$ cat config.mk
export PLATFORM = sky130hd
export DESIGN_NAME = sd_wb_master_arbiter_flat
export DESIGN_NICKNAME = d
export VERILOG_FILES = /design/src/rtl/sd_wb_master_arbiter_if.sv /design/src/rtl/sd_wb_master_arbiter.sv /design/src/flat_wrapper.sv
export SDC_FILE = /design/constraint.sdc
export NUM_CORES = 1
export LEC_CHECK = 0
export BUFFER_PORTS_ARGS = -buffer_cell sky130_fd_sc_hd__buf_2
export CORE_AREA = 5 5 86 88
export CTS_CLUSTER_SIZE = 28
export DETAILED_ROUTE_END_ITERATION = 8
export DIE_AREA = 0 0 91 93
export PLACE_DENSITY = 0.62
export SLEW_MARGIN = 15
export SYNTH_ARGS = -nofsm -noshare
export SYNTH_HDL_FRONTEND = slang
export SYNTH_SLANG_ARGS = --single-unit
$ cat constraint.sdc
create_clock -name wb_clk_i -period 2.7 [get_ports wb_clk_i]
set_clock_uncertainty 0.2 [all_clocks]
set_input_delay 0.405 -clock wb_clk_i [delete_from_list [all_inputs] [get_ports wb_clk_i]]
set_output_delay 0.405 -clock wb_clk_i [all_outputs]
set_load 0.01 [all_outputs]
$ cat src/rtl/sd_wb_master_arbiter_if.sv
// WISHBONE master-side signal bundle. The same type carries a filler's request
// (filler = master, arbiter = slave) and the shared m_wb_* pins (arbiter = master).
interface sd_wb_master_arbiter_if #(
    parameter int AW = 32,
    parameter int DW = 32
);
    logic          cyc;
    logic          stb;
    logic          we;
    logic [AW-1:0] adr;
    logic [DW-1:0] dat;
    logic [3:0]    sel;
    logic          ack;
    logic          err;
    logic          yield;

    modport master (output cyc, stb, we, adr, dat, sel, input  ack, err, yield);
    modport slave  (input  cyc, stb, we, adr, dat, sel, output ack, err, yield);
endinterface

$ cat src/rtl/sd_wb_master_arbiter.sv
// Round-robin owner of the single WISHBONE master port, shared by the TX (read) and RX (write) FIFO fillers.
// Define SD_ARB_TIMEOUT_EN to add the stalled-slave abort (TIMEOUT cycles of stb without ack).
module sd_wb_master_arbiter #(
    parameter int AW        = 32,
    parameter int DW        = 32,
    parameter int MAX_BEATS = 16,
    parameter int TIMEOUT   = 255
) (
    input  logic                          wb_clk_i,
    input  logic                          wb_rst_i,
    sd_wb_master_arbiter_if.slave         tx_if,
    sd_wb_master_arbiter_if.slave         rx_if,
    sd_wb_master_arbiter_if.master        m_wb_if,
    output logic [1:0]                    gnt_o
);

    if (MAX_BEATS < 1 || TIMEOUT < 1) begin : g_param_check
        $error("sd_wb_master_arbiter: MAX_BEATS and TIMEOUT must be >= 1");
    end

    localparam int BW = $clog2(MAX_BEATS + 1);
    localparam logic [BW-1:0] BEAT_MAX = BW'(MAX_BEATS);

    typedef enum logic [1:0] {IDLE, GNT_TX, GNT_RX, GAP} state_e;
    typedef enum logic       {SIDE_TX, SIDE_RX}          side_e;

    state_e        state_q, state_d;
    side_e         last_q, last_d;
    logic [BW-1:0] beat_cnt_q, beat_cnt_d;

    logic          granted;
    logic          own_cyc;
    logic          own_stb;
    logic          own_we;
    logic [AW-1:0] own_adr;
    logic          ack_beat;
    logic          timeout_hit;
    logic          tx_blk;
    logic          rx_blk;
    logic          tx_req;
    logic          rx_req;

    // Holder's request, selected by the registered grant.
    // NOTE: every signal written in an always_comb gets a default first, so no path leaves it unassigned and no latch is inferred.
    always_comb begin
        own_cyc = 1'b0;
        own_stb = 1'b0;
        own_we  = 1'b0;
        own_adr = '0;
        case (state_q)
            GNT_TX: begin
                own_cyc = tx_if.cyc;
                own_stb = tx_if.stb;
                own_we  = tx_if.we;
                own_adr = tx_if.adr;
            end
            GNT_RX: begin
                own_cyc = rx_if.cyc;
                own_stb = rx_if.stb;
                own_we  = rx_if.we;
                own_adr = rx_if.adr;
            end
            default: ;
        endcase
    end

    assign granted  = (state_q == GNT_TX) || (state_q == GNT_RX);
    assign ack_beat = granted && own_stb && m_wb_if.ack;
    assign tx_req   = tx_if.cyc && !tx_blk;
    assign rx_req   = rx_if.cyc && !rx_blk;

`ifdef SD_ARB_TIMEOUT_EN
    localparam int WW = $clog2(TIMEOUT + 1);
    localparam logic [WW-1:0] WAIT_LAST = WW'(TIMEOUT - 1);

    logic [WW-1:0] wait_cnt_q, wait_cnt_d;
    logic          blk_tx_q, blk_tx_d;
    logic          blk_rx_q, blk_rx_d;

    // Fires during the TIMEOUT-th consecutive stalled strobe cycle.
    assign timeout_hit = granted && own_cyc && own_stb && !m_wb_if.ack && (wait_cnt_q == WAIT_LAST);

    always_comb begin
        wait_cnt_d = '0;
        blk_tx_d   = blk_tx_q;
        blk_rx_d   = blk_rx_q;
        if (granted && own_stb && !m_wb_if.ack && !timeout_hit) begin
            wait_cnt_d = wait_cnt_q + 1'b1;
        end
        if (timeout_hit) begin
            if (state_q == GNT_TX) blk_tx_d = 1'b1;
            else                   blk_rx_d = 1'b1;
        end
        // An aborted holder must be seen idle once before it can own the bus again.
        if (state_q == IDLE && !tx_if.cyc) blk_tx_d = 1'b0;
        if (state_q == IDLE && !rx_if.cyc) blk_rx_d = 1'b0;
    end

    always_ff @(posedge wb_clk_i or posedge wb_rst_i) begin
        if (wb_rst_i) begin
            wait_cnt_q <= '0;
            blk_tx_q   <= 1'b0;
            blk_rx_q   <= 1'b0;
        end else begin
            wait_cnt_q <= wait_cnt_d;
            blk_tx_q   <= blk_tx_d;
            blk_rx_q   <= blk_rx_d;
        end
    end

    assign tx_blk    = blk_tx_q;
    assign rx_blk    = blk_rx_q;
    assign tx_if.err = timeout_hit && (state_q == GNT_TX);
    assign rx_if.err = timeout_hit && (state_q == GNT_RX);
`else
    assign timeout_hit = 1'b0;
    assign tx_blk      = 1'b0;
    assign rx_blk      = 1'b0;
    assign tx_if.err   = 1'b0;
    assign rx_if.err   = 1'b0;
`endif

    always_comb begin
        state_d    = state_q;
        last_d     = last_q;
        beat_cnt_d = beat_cnt_q;
        case (state_q)
            IDLE: begin
                beat_cnt_d = '0;
                // On a tie the side that did not own the bus last wins.
                if (tx_req && (!rx_req || last_q == SIDE_RX)) begin
                    state_d = GNT_TX;
                    last_d  = SIDE_TX;
                end else if (rx_req) begin
                    state_d = GNT_RX;
                    last_d  = SIDE_RX;
                end
            end
            GNT_TX, GNT_RX: begin
                if (ack_beat && beat_cnt_q != BEAT_MAX) beat_cnt_d = beat_cnt_q + 1'b1;
                if (!own_cyc || timeout_hit) state_d = GAP;
            end
            GAP: begin
                state_d    = IDLE;
                beat_cnt_d = '0;
            end
            default: state_d = IDLE;
        endcase
    end

    // NOTE: sequential state uses non-blocking assignments so every register samples pre-edge values.
    always_ff @(posedge wb_clk_i or posedge wb_rst_i) begin
        if (wb_rst_i) begin
            state_q    <= IDLE;
            last_q     <= SIDE_RX;
            beat_cnt_q <= '0;
        end else begin
            state_q    <= state_d;
            last_q     <= last_d;
            beat_cnt_q <= beat_cnt_d;
        end
    end

    // Bus outputs are decoded from the registered state, so reset drops cyc/stb immediately.
    always_comb begin
        m_wb_if.cyc  = granted && !timeout_hit;
        m_wb_if.stb  = own_stb && !timeout_hit;
        m_wb_if.we   = own_we;
        m_wb_if.adr  = own_adr;
        m_wb_if.dat  = granted ? rx_if.dat : '0;
        m_wb_if.sel  = 4'hF;
        tx_if.ack    = (state_q == GNT_TX) && ack_beat;
        rx_if.ack    = (state_q == GNT_RX) && ack_beat;
        tx_if.yield  = (state_q == GNT_TX) && rx_if.cyc && (beat_cnt_q == BEAT_MAX);
        rx_if.yield  = (state_q == GNT_RX) && tx_if.cyc && (beat_cnt_q == BEAT_MAX);
    end

    always_comb begin
        case (state_q)
            GNT_TX:  gnt_o = 2'b01;
            GNT_RX:  gnt_o = 2'b10;
            default: gnt_o = 2'b00;
        endcase
    end

endmodule

$ cat src/flat_wrapper.sv
// flat-port wrapper written by rule: the top's interface ports become plain ports
module sd_wb_master_arbiter_flat 
#(
    parameter int AW        = 32,
    parameter int DW        = 32,
    parameter int MAX_BEATS = 16,
    parameter int TIMEOUT   = 255
)
  (wb_clk_i, wb_rst_i, gnt_o, tx_if_cyc, tx_if_stb, tx_if_we, tx_if_adr, tx_if_dat, tx_if_sel, tx_if_ack, tx_if_err, tx_if_yield, rx_if_cyc, rx_if_stb, rx_if_we, rx_if_adr, rx_if_dat, rx_if_sel, rx_if_ack, rx_if_err, rx_if_yield, m_wb_if_cyc, m_wb_if_stb, m_wb_if_we, m_wb_if_adr, m_wb_if_dat, m_wb_if_sel, m_wb_if_ack, m_wb_if_err, m_wb_if_yield);
  sd_wb_master_arbiter_if #(.AW(AW), .DW(DW)) tx_if_i ();
  sd_wb_master_arbiter_if #(.AW(AW), .DW(DW)) rx_if_i ();
  sd_wb_master_arbiter_if #(.AW(AW), .DW(DW)) m_wb_if_i ();
  input  logic wb_clk_i;
  input  logic wb_rst_i;
  output logic [1:0] gnt_o;
  input wire logic [$bits(tx_if_i.cyc)-1:0] tx_if_cyc;
  input wire logic [$bits(tx_if_i.stb)-1:0] tx_if_stb;
  input wire logic [$bits(tx_if_i.we)-1:0] tx_if_we;
  input wire logic [$bits(tx_if_i.adr)-1:0] tx_if_adr;
  input wire logic [$bits(tx_if_i.dat)-1:0] tx_if_dat;
  input wire logic [$bits(tx_if_i.sel)-1:0] tx_if_sel;
  output wire logic [$bits(tx_if_i.ack)-1:0] tx_if_ack;
  output wire logic [$bits(tx_if_i.err)-1:0] tx_if_err;
  output wire logic [$bits(tx_if_i.yield)-1:0] tx_if_yield;
  input wire logic [$bits(rx_if_i.cyc)-1:0] rx_if_cyc;
  input wire logic [$bits(rx_if_i.stb)-1:0] rx_if_stb;
  input wire logic [$bits(rx_if_i.we)-1:0] rx_if_we;
  input wire logic [$bits(rx_if_i.adr)-1:0] rx_if_adr;
  input wire logic [$bits(rx_if_i.dat)-1:0] rx_if_dat;
  input wire logic [$bits(rx_if_i.sel)-1:0] rx_if_sel;
  output wire logic [$bits(rx_if_i.ack)-1:0] rx_if_ack;
  output wire logic [$bits(rx_if_i.err)-1:0] rx_if_err;
  output wire logic [$bits(rx_if_i.yield)-1:0] rx_if_yield;
  output wire logic [$bits(m_wb_if_i.cyc)-1:0] m_wb_if_cyc;
  output wire logic [$bits(m_wb_if_i.stb)-1:0] m_wb_if_stb;
  output wire logic [$bits(m_wb_if_i.we)-1:0] m_wb_if_we;
  output wire logic [$bits(m_wb_if_i.adr)-1:0] m_wb_if_adr;
  output wire logic [$bits(m_wb_if_i.dat)-1:0] m_wb_if_dat;
  output wire logic [$bits(m_wb_if_i.sel)-1:0] m_wb_if_sel;
  input wire logic [$bits(m_wb_if_i.ack)-1:0] m_wb_if_ack;
  input wire logic [$bits(m_wb_if_i.err)-1:0] m_wb_if_err;
  input wire logic [$bits(m_wb_if_i.yield)-1:0] m_wb_if_yield;
  assign tx_if_i.cyc = tx_if_cyc;
  assign tx_if_i.stb = tx_if_stb;
  assign tx_if_i.we = tx_if_we;
  assign tx_if_i.adr = tx_if_adr;
  assign tx_if_i.dat = tx_if_dat;
  assign tx_if_i.sel = tx_if_sel;
  assign tx_if_ack = tx_if_i.ack;
  assign tx_if_err = tx_if_i.err;
  assign tx_if_yield = tx_if_i.yield;
  assign rx_if_i.cyc = rx_if_cyc;
  assign rx_if_i.stb = rx_if_stb;
  assign rx_if_i.we = rx_if_we;
  assign rx_if_i.adr = rx_if_adr;
  assign rx_if_i.dat = rx_if_dat;
  assign rx_if_i.sel = rx_if_sel;
  assign rx_if_ack = rx_if_i.ack;
  assign rx_if_err = rx_if_i.err;
  assign rx_if_yield = rx_if_i.yield;
  assign m_wb_if_cyc = m_wb_if_i.cyc;
  assign m_wb_if_stb = m_wb_if_i.stb;
  assign m_wb_if_we = m_wb_if_i.we;
  assign m_wb_if_adr = m_wb_if_i.adr;
  assign m_wb_if_dat = m_wb_if_i.dat;
  assign m_wb_if_sel = m_wb_if_i.sel;
  assign m_wb_if_i.ack = m_wb_if_ack;
  assign m_wb_if_i.err = m_wb_if_err;
  assign m_wb_if_i.yield = m_wb_if_yield;
  sd_wb_master_arbiter #(.AW(AW), .DW(DW), .MAX_BEATS(MAX_BEATS), .TIMEOUT(TIMEOUT)) u_core (.wb_clk_i(wb_clk_i), .wb_rst_i(wb_rst_i), .tx_if(tx_if_i), .rx_if(rx_if_i), .m_wb_if(m_wb_if_i), .gnt_o(gnt_o));
endmodule
; ---- Word-level counts from Yosys, hierarchy flattened
; Cells that the tools add are included.
[word_totals]
reg_bits = 8
latch_bits = 0
mem_bits_rw = 0
rom_bits = 0
mem_count = 0
[classes]
n_addsub = 1
multipliers = 0
div = 0
magnitude_cmp = 0
n_eq_ne = 8
shifts = 0
mux = 14
bitwise_logic = 0
n_reduce_logical = 19
[op_table]
columns = operator, n
row1 = case mux 32 bit (2 select lines), 1
row2 = 2-to-1 mux 32 bit, 1
row3 = logical AND 1 bit, 10
row4 = case mux 5 bit (2 select lines), 1
row5 = 2-to-1 mux 2 bit, 3
row6 = case mux 1 bit (2 select lines), 3
row7 = case mux 2 bit (3 select lines), 1
row8 = "adder 5 x 1 -> 5 bit, second input constant", 1
row9 = "equality test 5 bit, second input constant", 1
row10 = 2-to-1 mux 5 bit, 1
row11 = "inequality test 5 bit, second input constant", 1
row12 = "equality test 2 bit, second input constant", 2
row13 = case mux 2 bit (2 select lines), 1
row14 = AND reduction 2 bit, 2
row15 = OR reduction 2 bit, 2
row16 = "inequality test 3 x 2 -> 1 bit, second input constant", 1
row17 = "equality test 2 x 1 -> 1 bit, second input constant", 1
row18 = zero test 2 bit, 1
row19 = logical OR 1 bit, 2
row20 = 2-to-1 mux 1 bit, 2
row21 = "inequality test 2 x 1 -> 1 bit, second input constant", 1
row22 = "inequality test 2 bit, second input constant", 1
row23 = nonzero test 2 bit, 1
row24 = zero test 1 bit, 1

; ---- Depth between registers and ports, before layout
; Gate-level depths: netlist of the first run.
[logic_depth]
depth_word = 7
mapped_depth = 6

; ---- Worst setup path after synthesis of the first run
; OpenSTA, ideal clock, no wires.
[synth_timing]
path_kind = register to output
startpoint = register u_core.state_q[0]
endpoint = output port m_wb_if_dat[11]
arrival_time_ps = 1519
t_required_ps = 2095
slack_ps = 576
stages_incl_launch_ff = 6
path_buffers = 2
cell_sequence = dfrtp_1 inv_1 ha_1 buf_2 clkbuf_1 and2_1
[synth_between]
elab_chain_cells = 3
elab_cells_between_ends = 4
classes_between = eq/ne: 2 / mux: 1 / reduce/logical: 1
[synth_lines]
columns = item, line_no
row1 = start: declaration, sd_wb_master_arbiter.sv:27  ; state_e state_q, state_d;
row2 = start signal: assignment, sd_wb_master_arbiter.sv:158  ; state_q <= state_d;
row3 = equality test 2 x 1 -> 1 bit / equality test 2 bit (equally long branches), sd_wb_master_arbiter.sv:67  ; assign granted = (state_q == GNT_TX) || (state_q == GNT_RX);
row4 = logical OR 1 bit *, sd_wb_master_arbiter.sv:67
row5 = via m_wb_if_cyc, flat_wrapper.sv:34  ; output wire logic [$bits(m_wb_if_i.cyc)-1:0] m_wb_if_cyc;
row6 = 2-to-1 mux 32 bit *, sd_wb_master_arbiter.sv:170  ; m_wb_if.dat = granted ? rx_if.dat : '0;
row7 = end: declaration, flat_wrapper.sv:38  ; output wire logic [$bits(m_wb_if_i.dat)-1:0] m_wb_if_dat;
; Mark *: on every way through the listed nets, which the timed path passes. The rest lies on a longest branch.

; ---- Worst setup path in the final report of the first run
[layout_timing]
startpoint = register u_core.state_q[0]
endpoint = output port m_wb_if_dat[11]
[layout_between]
elab_chain_cells = 3
elab_cells_between_ends = 4
classes_between = eq/ne: 2 / mux: 1 / reduce/logical: 1
[layout_lines]
columns = item, line_no
row1 = equality test 2 x 1 -> 1 bit / equality test 2 bit (equally long branches), sd_wb_master_arbiter.sv:67
row2 = logical OR 1 bit *, sd_wb_master_arbiter.sv:67
row3 = 2-to-1 mux 32 bit *, sd_wb_master_arbiter.sv:170
; Every way passes the cells marked *; elsewhere a longest branch is shown, timed or not.

==> metrics.cfg, run 1 <==
[layout]
multi_input_area_sq_um = 978
final_layout_size_suffix_gt1_share_pct = 55.6
nNetsFinal = 507
seq_area_sq_um = 201
n_fill_cell = 695
antenna_cells = 0
area_growth_pct = 76.9

[setup_path]
arrival_ps = 1890
startpoint = u_core.state_q[0]$_DFFE_PP0P_
cp_max_fo = 29
r2r_cells = 5
r2r_end = u_core.state_q[0]$_DFFE_PP0P_
crit_type = reg2out
r2r_start = u_core.state_q[0]$_DFFE_PP0P_
regToRegSetupSlack_ps = 580
start_kind = register
end_kind = output pin
critPathRequiredTime_ps = 2100

[drt]
vias_per_cell = 4.48
drc = 0
wl_mm = 5.38
wl_per_cell_microns = 12.5
dr.pass1.iters = 4
route.vias.total = 1930
postRouteAntennaNets = 0
first_iter_violations = 61

[cts]
clk_pin_slew_worst_paths_ps = 40
root_buffer = clkbuf_8
clkLatencyLatePin_ps = 220
clock-sinks = 8
cts_resized = 0
cts_tree = built
cts_max_level = 1
holdBufCountCts = 1
numCtsBuffers = 3
clk_path_buf_depth = 2
cts_setup_buffers = 0

[global_route]
grt_max_degree = 36
grt-ovfl-total = 0
use_met3_pct = 4.83
use_met2_pct = 22.0
grt_pass1_vias = 1909
antenna_found_initial = 1
grtUsageMet1_pct = 11.1
grt_first_pass_wirelength_mm = 8.33
grt-busiest-layer = met2
grt_usage_pct = 11.5

[power]
p_leak_nw = 1.38
comb_power_share_pct = 86.9
power_density_nw_per_um2 = 1110
power_frac_seq_pct = 7.4
ir_drop_uv = 457
p_int_mw = 1.20
power_switching_mw = 1.35
swShare_pct = 52.8
clkPwrFrac_pct = 5.7

[hold_path]
whs_endpoint = u_core.last_q$_DFFE_PP1P_
hold_class = in2reg
hold_depth = 2
hp-start = tx_if_cyc

[timing]
period_share_pct = 92.5
fin_tns_setup_ps = 0
period_minus_slack_ps = 2500
maxSlewViolCount = 0
setup_violations = 0
fin_hold_ws_ps = 216
hold_viol_final = 0
fmax_ghz = 0.400
grt_setup_unrepaired = false

[floorplanning]
die_h_microns = 93
die_area_sq_um = 8460
die_w_microns = 91
coreArea_sq_um = 6570
rows = 30
initial_core_util_pct = 19.8
design.portCount = 226

[synthesis]
ys_seq_elements = 8
synthCells = 180
synth_edf_count = 0
syn_area_per_cell_sq_um = 7.24
yosys_warnings = 0
synthFlopType = dfrtp_1
seq_area_frac_synth_pct = 15.5
async_flop_share_pct = 100
synth_area_sq_um = 1300
synth_cell_types = 29

[run_status]
status = completed

[place]
gp_congestion = 0.820
port_buffers = 177
dpl.hpwl_mm = 4.59

[flow_run]
maxCapViolCount = 0

[kinds of logic (layout without fill, tap and decap cells)]
kind of cell | after synthesis | in the layout | share of synthesized area, %
compound gates | 40 | 40 | 25.5
mux | 7 | 7 | 5.48
fa+ha+maj | 8 | 8 | 7.69
other cells | 2 | 6 | 0.577
flops | 8 | 8 | 15.5
simple gates | 87 | 87 | 34.8
buf+inv | 28 | 195 | 10.6
[flip-flops by register name, indices dropped and copies added (netlist names)]
signal and flops:
u_core.last_q 1, u_core.beat_cnt_q 5, u_core.state_q 2
[synth_stat cells, types with 2 or more instances]
cell      number  area share [%]
nor2_1        36              10
and2_1        34              16
a22oi_1       33              19
clkbuf_1      12             3.5
ha_1           8             7.7
dfrtp_1        7              13
buf_4          6             3.5
inv_1          6             1.7
mux2i_1        6             4.6
nand2_1        6             1.7
a22oi_4        2             3.3
and3_1         2            0.96
buf_2          2            0.77
conb_1         2            0.58
nand3_1        2            0.77
nor3_1         2            0.77
o22ai_1        2            0.96
[layer usage]
| metal | vias up | part of all wire [%] |
|---|---|---|
| li1 | 947 | - |
| met1 | 838 | 35 |
| met2 | 135 | 49 |
| met3 | 8 | 14 |
| met4 | 2 | 1.4 |
| met5 | - | 0.26 |
[stage by stage]
step	power, mW	std cells	instance area, sq um	worst slack, ps	util, %
after detailed placement	2.46	426	2250	389	34.2
after global routing	2.82	431	2300	1.53	35.1
after CTS	2.61	431	2300	150	35.1
after global placement	2.43	426	2250	428	34.2
final	2.55	431	2300	202	35.1
after floorplan	1.59	184	1320	576	-
[critical path, stage by stage (launching register included)]
cell and delay, ps:
dfrtp_1 380, inv_1 110, ha_1 540, buf_4 340, and2_1 180, buf_2 130
[final cells by class]
class / count / area share [%]
inverters: 7 / 1.14
repair buffers: 184 / 41.4
clock buffers: 4 / 1.95
flip-flops and latches: 8 / 8.74
well taps: 80 / 4.34
multi-input cells: 148 / 42.5
[cell usage in the layout, fill, tap and decap left out, types with 6 or more instances in the layout]
master and n:
nor2_1 36, ha_1 8, and2_1 34, dfrtp_1 7
inv_1 6, mux2i_1 6, a22oi_1 33, buf_2 177
conb_1 6, nand2_1 6
[worst max path at each step]
stage / to / slack, ps / cells after the start
after global routing: m_wb_if_dat[11] / 2 / 5
after global placement: m_wb_if_dat[11] / 430 / 5
after detailed placement: m_wb_if_dat[11] / 390 / 5
final: m_wb_if_dat[11] / 200 / 5
after floorplan: m_wb_if_dat[11] / 580 / 5
after CTS: m_wb_if_dat[11] / 150 / 5
[power by group through the flow]
stage | clock network [mW] | registers [mW] | logic [mW]
after floorplan | 0 | 0.184 | 1.41
after global placement | 0 | 0.189 | 2.24
after detailed placement | 0 | 0.190 | 2.27
after CTS | 0.151 | 0.189 | 2.27
after global routing | 0.165 | 0.194 | 2.46
final | 0.146 | 0.189 | 2.22
Note: power is estimated with default switching activity, not from simulation.
==> inputs of run 2 (changes only) <==
- BUFFER_PORTS_ARGS: -buffer_cell sky130_fd_sc_hd__buf_2 -> -buffer_cell sky130_fd_sc_hd__buf_4
- CORE_AREA: 5 5 86 88 -> 2 2 87 89
- DIE_AREA: 0 0 91 93 -> 0 0 89 91
- PLACE_DENSITY: 0.62 -> 0.57
==> metrics.cfg, run 2 (same netlist as run 1, synthesis figures left out) <==
[global_route]
antenna_found_initial = 0  ; -1
grt_first_pass_wirelength_mm = 7.48  ; -10%
grt_pass1_vias = 1664  ; -13%
grt-ovfl-total = 0  ; unchanged
grt_max_degree = 36  ; unchanged
grt_usage_pct = 11.4  ; -0.12 points

[drt]
first_iter_violations = 60  ; -1.6%
vias_per_cell = 4.20  ; -6.3%
wl_per_cell_microns = 11.9  ; -4.6%
dr.pass1.iters = 4  ; unchanged
wl_mm = 5.35  ; -0.59%
route.vias.total = 1884  ; -2.4%
postRouteAntennaNets = 0  ; unchanged
drc = 0  ; unchanged

[cts]
cts_max_level = 1  ; unchanged
cts_setup_buffers = 0  ; unchanged
clk_path_buf_depth = 2  ; unchanged
clk_pin_slew_worst_paths_ps = 40  ; about the same
cts_tree = built
clock-sinks = 8  ; unchanged
numCtsBuffers = 3  ; unchanged
root_buffer = clkbuf_8
clkLatencyLatePin_ps = 230  ; about the same

[layout]
final_cell_area_sq_um = 2760  ; +20%
top_register = u_core.beat_cnt_q
nNetsFinal = 506  ; -0.20%
mostFrequentLayoutCells = buf_4, nor2_1, and2_1, a22oi_1, ha_1
reg_top3 = u_core.beat_cnt_q: 5 flops, u_core.state_q: 2 flops, u_core.last_q: 1 flops
final_common_cell = buf_4
area_growth_pct = 112
final_core_util_pct = 38.7  ; +3.6 points
largest_reg_flops = 5  ; unchanged
final_layout_size_suffix_gt1_share_pct = 55.4  ; -0.13 points
antenna_cells = 0  ; unchanged

[place]
placed_cell_area_sq_um = 2710  ; +20%
port_buffers = 177  ; unchanged
gp_congestion = 0.710  ; -13%
post-place-ws_ps = 394  ; +4.97 ps
dpl.hpwl_mm = 4.44  ; -3.1%

[setup_path]
cp_max_fo = 31  ; +6.9%
end_kind = output pin
crit_type = reg2out
start_kind = register
regToRegSetupSlack_ps = 620  ; +40 ps
critPathRequiredTime_ps = 2100  ; about the same
arrival_ps = 1930  ; +40 ps

[timing]
fmax_ghz = 0.394  ; -1.5%
period_minus_slack_ps = 2540  ; +37.7 ps
period_share_pct = 93.9  ; +1.4 points
setup_violations = 0  ; unchanged
fin_ws_ps = 164  ; -37.7 ps
grt_setup_unrepaired = false
hold_viol_final = 0  ; unchanged
fin_tns_setup_ps = 0  ; unchanged
maxSlewViolCount = 0  ; unchanged

[hold_path]
hold_class = in2reg

[floorplanning]
coreArea_sq_um = 7140  ; +8.6%
initial_core_util_pct = 18.3  ; -1.6 points
die_w_microns = 89  ; -2.2%
rows = 31  ; +3.3%
die_area_sq_um = 8100  ; -4.3%
design.portCount = 226  ; unchanged
die_h_microns = 91  ; -2.2%

[power]
power.total_mw = 2.89  ; +13%
p_leak_nw = 1.48  ; +7.4%
ir_drop_uv = 378  ; -17%
power_density_nw_per_um2 = 1050  ; -5.5%

[run_status]
status = completed

[flow_run]
maxCapViolCount = 0  ; unchanged

## run 2: cell count changes in the layout (fill, tap and decap cells not counted)
cell and change:
buf_2 -177, buf_4 +176
## run 2: repair_timing
item / CTS / global route
resized for setup: 0 / 0
setup endpoints to repair: 0 / 0
hold buffers: 1 / 0
hold endpoints to repair: 7 / 0
## run 2: area by class of cell
class / instances / area, sq um
Sequential cell: 8 / 201
Inverter: 7 / 26.3
Timing Repair Buffer: 183 / 1390
Fill cell: 762 / 4370
Tap cell: 99 / 124
Multi-Input combinational cell: 148 / 978
Clock buffer: 4 / 45.0
## run 2: stage by stage
stage | hold slack [ps] | cells
2_1_floorplan | 19.9 | 184
3_3_place_gp | 177 | 444
5_1_grt | 173 | 449
6_report | 176 | 449
4_1_cts | 168 | 449
3_5_place_dp | 194 | 444
## run 2: worst max-delay path, cell delays in order (launching register included)
cell     delay [ps]
dfrtp_1         410
inv_1           140
ha_1            360
buf_4           380
a22oi_1         150
nor2_1          130
buf_4           140
## run 2: routing by layer
metal | wire (microns) | GRT usage (%) | vias up
met5 | 0 | 0 | -
met4 | 31 | 2.24 | 0
met3 | 703 | 2.73 | 5
met2 | 2730 | 22.8 | 118
met1 | 1890 | 11.4 | 818
li1 | - | - | 943
## run 2: worst paths after layout
check / startpoint / to / cells past startpoint
min: tx_if_cyc / u_core.last_q$_DFFE_PP1P_ / 2
min reg2reg: u_core.beat_cnt_q[4]$_DFFE_PP0P_ / u_core.beat_cnt_q[4]$_DFFE_PP0P_ / 1
max: u_core.state_q[0]$_DFFE_PP0P_ / m_wb_if_adr[23] / 6
max in group asynchronous: wb_rst_i / u_core.last_q$_DFFE_PP1P_ / 3
max reg2reg: u_core.state_q[0]$_DFFE_PP0P_ / u_core.state_q[0]$_DFFE_PP0P_ / 7
min in group asynchronous: wb_rst_i / u_core.beat_cnt_q[0]$_DFFE_PP0P_ / 3
## run 2: report_power, final
group          switching (mW)  total, mW  leakage [nW]  internal (mW)
registers              0.0304      0.190         0.103          0.160
clock network          0.0477      0.150        0.0228          0.102
logic                    1.29       2.55          1.35           1.26
